## src/rtl/tx_prbs_scrambler.sv

```systemverilog
// tx_prbs_scrambler: per-frame PRBS (1+x^14+x^15) byte scrambler feeding a 2-entry output buffer.
// Define FRAME_LEN_CHECK_EN to build frame-length policing (PAD/DROP states, err_short/err_long).

module tx_prbs_scrambler #(
  parameter logic [14:0] LFSR_SEED = 15'h00A9
`ifdef FRAME_LEN_CHECK_EN
`ifdef self_rs
  , parameter int unsigned RS_CNT = 232
`else
  , parameter int unsigned RS_CNT = 236
`endif
  , parameter int unsigned FRAME_LEN = RS_CNT + 3
`endif
) (
  input  logic        clk,
  input  logic        reset,
  input  logic        s_axis_input_tvalid,
  output logic        s_axis_input_tready,
  input  logic [7:0]  s_axis_input_tdata,
  input  logic        s_axis_input_tlast,
  output logic        m_axis_output_tvalid,
  input  logic        m_axis_output_tready,
  output logic [7:0]  m_axis_output_tdata,
  output logic        m_axis_output_tlast,
  output logic        err_short,
  output logic        err_long,
  output logic [15:0] frame_cnt
);

  // Eight LFSR steps; the first generated key bit lands in key[7].
  function automatic logic [22:0] prbs_byte(input logic [14:0] seed);
    logic [14:0] st;
    logic [7:0]  k;
    logic        fb;
    st = seed;
    k  = '0;
    for (int unsigned b = 0; b < 8; b++) begin
      fb = st[13] ^ st[14];
      st = {st[13:0], fb};
      k  = {k[6:0], fb};
    end
    return {st, k};
  endfunction

  logic [14:0] lfsr, lfsr_adv, lfsr_nxt;
  logic [7:0]  key;
  logic        in_ready_r, in_hs;
  logic        push, push_last, pad_nxt;
  logic [7:0]  push_data;

  logic        out_valid, out_last, skid_valid, skid_last;
  logic [7:0]  out_data, skid_data;
  logic        out_valid_nxt, out_last_nxt, skid_valid_nxt, skid_last_nxt;
  logic [7:0]  out_data_nxt, skid_data_nxt;
  logic        out_free;

  assign {lfsr_adv, key} = prbs_byte(lfsr);
  assign in_hs           = s_axis_input_tvalid && in_ready_r;

`ifdef FRAME_LEN_CHECK_EN
  typedef enum logic [1:0] {IN_FRAME, PAD, DROP} state_t;

  localparam int unsigned      CNT_W    = $clog2(FRAME_LEN);
  localparam logic [CNT_W-1:0] LAST_IDX = CNT_W'(FRAME_LEN - 1);
  localparam logic [CNT_W-1:0] CNT_ONE  = CNT_W'(1);

  state_t           state, state_nxt;
  logic [CNT_W-1:0] byte_cnt, cnt_nxt;
  logic             err_short_r, err_long_r, short_nxt, long_nxt;

  always_comb begin
    push      = 1'b0;
    push_data = s_axis_input_tdata ^ key;
    push_last = 1'b0;
    lfsr_nxt  = lfsr;
    cnt_nxt   = byte_cnt;
    state_nxt = state;
    short_nxt = 1'b0;
    long_nxt  = 1'b0;
    case (state)
      IN_FRAME: begin
        if (in_hs) begin
          push = 1'b1;
          if (byte_cnt == LAST_IDX) begin
            push_last = 1'b1;
            cnt_nxt   = '0;
            lfsr_nxt  = LFSR_SEED;
            if (!s_axis_input_tlast) begin
              long_nxt  = 1'b1;
              state_nxt = DROP;
            end
          end else begin
            cnt_nxt  = byte_cnt + CNT_ONE;
            lfsr_nxt = lfsr_adv;
            if (s_axis_input_tlast) begin
              short_nxt = 1'b1;
              state_nxt = PAD;
            end
          end
        end
      end
      PAD: begin
        // Pad bytes are scrambled zeros, i.e. the raw key stream.
        push_data = key;
        if (!skid_valid) begin
          push = 1'b1;
          if (byte_cnt == LAST_IDX) begin
            push_last = 1'b1;
            cnt_nxt   = '0;
            lfsr_nxt  = LFSR_SEED;
            state_nxt = IN_FRAME;
          end else begin
            cnt_nxt  = byte_cnt + CNT_ONE;
            lfsr_nxt = lfsr_adv;
          end
        end
      end
      DROP: begin
        if (in_hs && s_axis_input_tlast) state_nxt = IN_FRAME;
      end
      default: state_nxt = IN_FRAME;
    endcase
    pad_nxt = (state_nxt == PAD);
  end

  always_ff @(posedge clk) begin
    if (reset) begin
      state       <= IN_FRAME;
      byte_cnt    <= '0;
      err_short_r <= 1'b0;
      err_long_r  <= 1'b0;
    end else begin
      state       <= state_nxt;
      byte_cnt    <= cnt_nxt;
      err_short_r <= short_nxt;
      err_long_r  <= long_nxt;
    end
  end

  assign err_short = err_short_r;
  assign err_long  = err_long_r;
`else
  always_comb begin
    push      = in_hs;
    push_data = s_axis_input_tdata ^ key;
    push_last = s_axis_input_tlast;
    lfsr_nxt  = lfsr;
    if (in_hs) lfsr_nxt = s_axis_input_tlast ? LFSR_SEED : lfsr_adv;
  end

  assign pad_nxt   = 1'b0;
  assign err_short = 1'b0;
  assign err_long  = 1'b0;
`endif

  // A push only ever happens with the skid empty, so a draining skid never competes with it.
  assign out_free = !out_valid || m_axis_output_tready;

  always_comb begin
    out_valid_nxt  = out_valid;
    out_data_nxt   = out_data;
    out_last_nxt   = out_last;
    skid_valid_nxt = skid_valid;
    skid_data_nxt  = skid_data;
    skid_last_nxt  = skid_last;
    if (out_free) begin
      if (skid_valid) begin
        out_valid_nxt  = 1'b1;
        out_data_nxt   = skid_data;
        out_last_nxt   = skid_last;
        skid_valid_nxt = 1'b0;
      end else begin
        out_valid_nxt = push;
        if (push) begin
          out_data_nxt = push_data;
          out_last_nxt = push_last;
        end
      end
    end else if (push) begin
      skid_valid_nxt = 1'b1;
      skid_data_nxt  = push_data;
      skid_last_nxt  = push_last;
    end
  end

  always_ff @(posedge clk) begin
    if (reset) begin
      lfsr       <= LFSR_SEED;
      in_ready_r <= 1'b0;
      out_valid  <= 1'b0;
      out_data   <= '0;
      out_last   <= 1'b0;
      skid_valid <= 1'b0;
      skid_data  <= '0;
      skid_last  <= 1'b0;
      frame_cnt  <= '0;
    end else begin
      lfsr       <= lfsr_nxt;
      in_ready_r <= !skid_valid_nxt && !pad_nxt;
      out_valid  <= out_valid_nxt;
      out_data   <= out_data_nxt;
      out_last   <= out_last_nxt;
      skid_valid <= skid_valid_nxt;
      skid_data  <= skid_data_nxt;
      skid_last  <= skid_last_nxt;
      if (out_valid && m_axis_output_tready && out_last) frame_cnt <= frame_cnt + 16'd1;
    end
  end

  assign s_axis_input_tready  = in_ready_r;
  assign m_axis_output_tvalid = out_valid;
  assign m_axis_output_tdata  = out_data;
  assign m_axis_output_tlast  = out_last;

endmodule
```

## config.mk

```make
export PLATFORM = sky130hd
export DESIGN_NAME = tx_prbs_scrambler
export DESIGN_NICKNAME = d
export VERILOG_FILES = /design/src/rtl/tx_prbs_scrambler.sv
export SDC_FILE = /design/constraint.sdc
export NUM_CORES = 1
export LEC_CHECK = 0
export CORE_ASPECT_RATIO = 1.4
export CORE_MARGIN = 4
export CORE_UTILIZATION = 48
export CTS_BUF_LIST = sky130_fd_sc_hd__clkbuf_4 sky130_fd_sc_hd__clkbuf_8
export CTS_CLUSTER_DIAMETER = 40
export DETAILED_ROUTE_END_ITERATION = 8
export GPL_ROUTABILITY_DRIVEN = 0
export PLACE_DENSITY = 0.79
export RECOVER_POWER = 100
export SYNTH_ARGS = -nofsm -noshare
export SYNTH_HDL_FRONTEND = slang
export SYNTH_SLANG_ARGS = --single-unit
```

## constraint.sdc

```tcl
create_clock -name clk -period 1.5 [get_ports clk]
set_clock_uncertainty 0.1 [all_clocks]
set_input_delay 0.15 -clock clk [delete_from_list [all_inputs] [get_ports clk]]
set_output_delay 0.15 -clock clk [all_outputs]
set_load 0.02 [all_outputs]
```

==> results.json <==
{
  "status": "finished, violations left",
  "failed_checks": "negative setup slack",
  "syn_area_per_cell_um2": 8.81,
  "die_area_um2": 5920,
  "holdCritPathClass": "flip-flop to flip-flop",
  "critPathMaxFanout": 8,
  "synth_compound_area_frac": 0.122,
  "nets": 348,
  "path_clk_slew_ps": 90,
  "rrSetupSlack_ps": -70,
  "start_util": 0.497,
  "min_delay_path_depth": 2,
  "setup_violations": 4,
  "numCtsBuffers": 5,
  "p_seq_frac": 0.534,
  "synth-async-reset-ratio": 0,
  "total_power_mw": 2.66,
  "syn_inst": 258,
  "fp.coreArea_um2": 4570,
  "crit_arrival_ps": 1690,
  "grt_usage": 0.186,
  "synth_top_area_frac": 0.458,
  "placed_cell_area_um2": 3060,
  "port-buffer-count": 39,
  "slew_violations": 0,
  "drtIter0Drc": 92,
  "post-route-cell-area_um2": 3190,
  "grt_pass1_vias": 1984,
  "final_cell_mix": "dfxtp_1, buf_4, nor2_1",
  "cp_slowest_cell": "or4_1",
  "vdd_drop_max_mv": 0.864,
  "whs_endpoint": "skid_data[0]",
  "syn2layout_area_growth_pct": 40.2,
  "htree_num_levels": 2,
  "hold_start": "skid_data[0]",
  "max_freq_ghz": 0.636,
  "period_share": 1.05,
  "share_comb_of_total_power": 0.113,
  "synthSimpleGateAreaFrac": 0.231,
  "wirelength_mm": 5.28,
  "crit_type": "flip-flop to flip-flop",
  "grt_pass1_wl_mm": 8.52,
  "crit_path_start_kind": "flip-flop",
  "hold_ws_ps": 356,
  "reg2reg_from": "frame_cnt[0]",
  "syn-cell-area_um2": 2270,
  "ys_ff_latch": 52,
  "tns_ps": -123,
  "synth_top_family_by_area": "simple AND/OR/NAND/NOR gates",
  "sw_frac_of_total": 0.231,
  "synth_cell_types": 35,
  "synth-xor-area-share": 0.0963,
  "internal_power_mw": 2.05,
  "vias": 2042,
  "finalCriticalPeriod_ps": 1570,
  "dp_slack_ps": -359,
  "drc": 0,
  "power.density_nw_per_um2": 835,
  "yosysTopAreaCell": "dfxtp_1",
  "first_pass_iters": 4,
  "antenna_found_initial": 0,
  "critical-path-max-stage-delay_ps": 540,
  "cts_tree": "done",
  "ant_nets": 0,
  "dp_hpwl_mm": 3.96,
  "yosysWarnings": 0,
  "num_antenna_cells": 0,
  "fp.dieH_um": 89.4,
  "reg2reg_to": "frame_cnt[14]",
  "layout_setup_ws_ps": -71.1,
  "rsz0062_at_grt": "true",
  "ys_seq_area_frac": 0.458,
  "drive_gt1_frac": 0.233,
  "netlist_top_cells_area": "dfxtp_1, xnor2_1, nor2_1",
  "rows": 29,
  "layout_commonest_cell": "dfxtp_1",
  "finalHoldViolations": 0,
  "muxShareOfSynthArea": 0.0490,
  "cts.sinks": 52,
  "p_clk_frac": 0.354,
  "critPathCaptureType": "flip-flop",
  "io_pins": 42,
  "p_sw_mw": 0.614,
  "cts_max_path_buffers": 2,
  "p_leak_nw": 1.25,
  "maxCapViolations": 0,
  "n_fill_cell": 388,
  "root_buffer": "clkbuf_8",
  "grt_max_degree": 32,
  "synthFlopType": "dfxtp_1",
  "vias_per_cell": 5.14,
  "grt_overflow_total": 0,
  "synth_edf_count": 0,
  "clock_latency_ps": 300,
  "routedWlPerCell_um": 13.3,
  "die_x_um": 66.2,
  "synthAdderAreaFrac": 0.00550,
  "reg2reg_depth": 4,
  "crit_chain": "ha_2 -> nand4_4 -> or4_1 -> a21oi_1",
  "required_ps": 1620
}
==> layer usage <==
| metal | vias up | global-route usage | share of wire |
|---|---|---|---|
| met5 | - | 0 | 0 |
| met4 | 0 | 0.0628 | 0.019 |
| met3 | 10 | 0.0365 | 0.037 |
| met2 | 44 | 0.368 | 0.57 |
| met1 | 954 | 0.189 | 0.37 |
| li1 | 1034 | - | - |
==> state kept, by name, indices dropped and copies added (netlist names) <==
signal	cells
skid_last	1
m_axis_output_tdata	8
lfsr	15
skid_valid	1
s_axis_input_tready	1
m_axis_output_tvalid	1
skid_data	8
m_axis_output_tlast	1
frame_cnt	16
==> layout make-up <==
class,instances,area [um^2],share of cell area
multi-input combinational,191,1220,0.382
clock buffer,6,76.3,0.0239
inverter,3,11.3,0.00353
clock inverter,2,35.0,0.0110
tap,62,77.6,0.0243
sequential,52,1090,0.342
timing repair buffer,81,679,0.213
==> synth_stat cells (3+ instances only) <==
cell type,instances
a211oi_1,9
a21oi_1,26
or3_1,4
dfxtp_1,52
nand3_1,5
nand3b_1,7
nor3_1,5
clkbuf_1,7
buf_4,3
nor2_1,35
inv_1,3
nor4_1,4
or2_2,4
nand2_1,32
a2bb2oi_1,4
mux2i_1,10
xnor2_1,24
==> cell families (layout without fill, tap and decap cells) <==
| logic type | count (synthesis) | in the layout |
|---|---|---|
| xor gates and xnor gates | 25 | 25 |
| adders and majority gates | 1 | 1 |
| DFF | 52 | 52 |
| AOI/OAI and AO/OA | 45 | 45 |
| muxes | 11 | 11 |
| other | 1 | 2 |
| and+or+nand+nor | 107 | 107 |
| buffers and inverters | 16 | 92 |
==> what timing repair did <==
action	CTS	global route
endpoints found under the setup margin	31	14
resized for setup	28	10
hold buffers	0	0
buffers inserted	3	2
pin swaps	1	1
==> worst max-delay path: cells and delay by family (launching register included) <==
kind | cells | cell delay [ps]
fa+ha+maj | 1 | 190
flops | 1 | 380
simple gates | 2 | 670
compound gates | 1 | 150
==> how the worst max path moves through the flow <==
stage	slack [ps]	start	cells past startpoint	to
after floorplan	-40	frame_cnt[2]	4	frame_cnt[11]
after global placement	-320	m_axis_output_tready	5	frame_cnt[11]
after detailed placement	-360	m_axis_output_tready	5	frame_cnt[11]
after CTS	-30	frame_cnt[0]	4	frame_cnt[11]
after global routing	-90	frame_cnt[8]	4	frame_cnt[14]
final	-70	frame_cnt[0]	4	frame_cnt[14]
==> per-stage QoR <==
stage	instances	utilization
final	397	0.697
after global routing	397	0.697
after CTS	395	0.692
after detailed placement	384	0.670
after global placement	384	0.670
after floorplan	259	-
==> power groups by stage <==
stage | sequential (mW) | combinational (mW) | clock (mW)
2_1_floorplan | 1.48 | 0.155 | 0
3_3_place_gp | 1.45 | 0.316 | 0
3_5_place_dp | 1.45 | 0.321 | 0
4_1_cts | 1.42 | 0.308 | 0.968
5_1_grt | 1.43 | 0.331 | 1.02
6_report | 1.42 | 0.300 | 0.941
(Power assumes the default switching activity.)
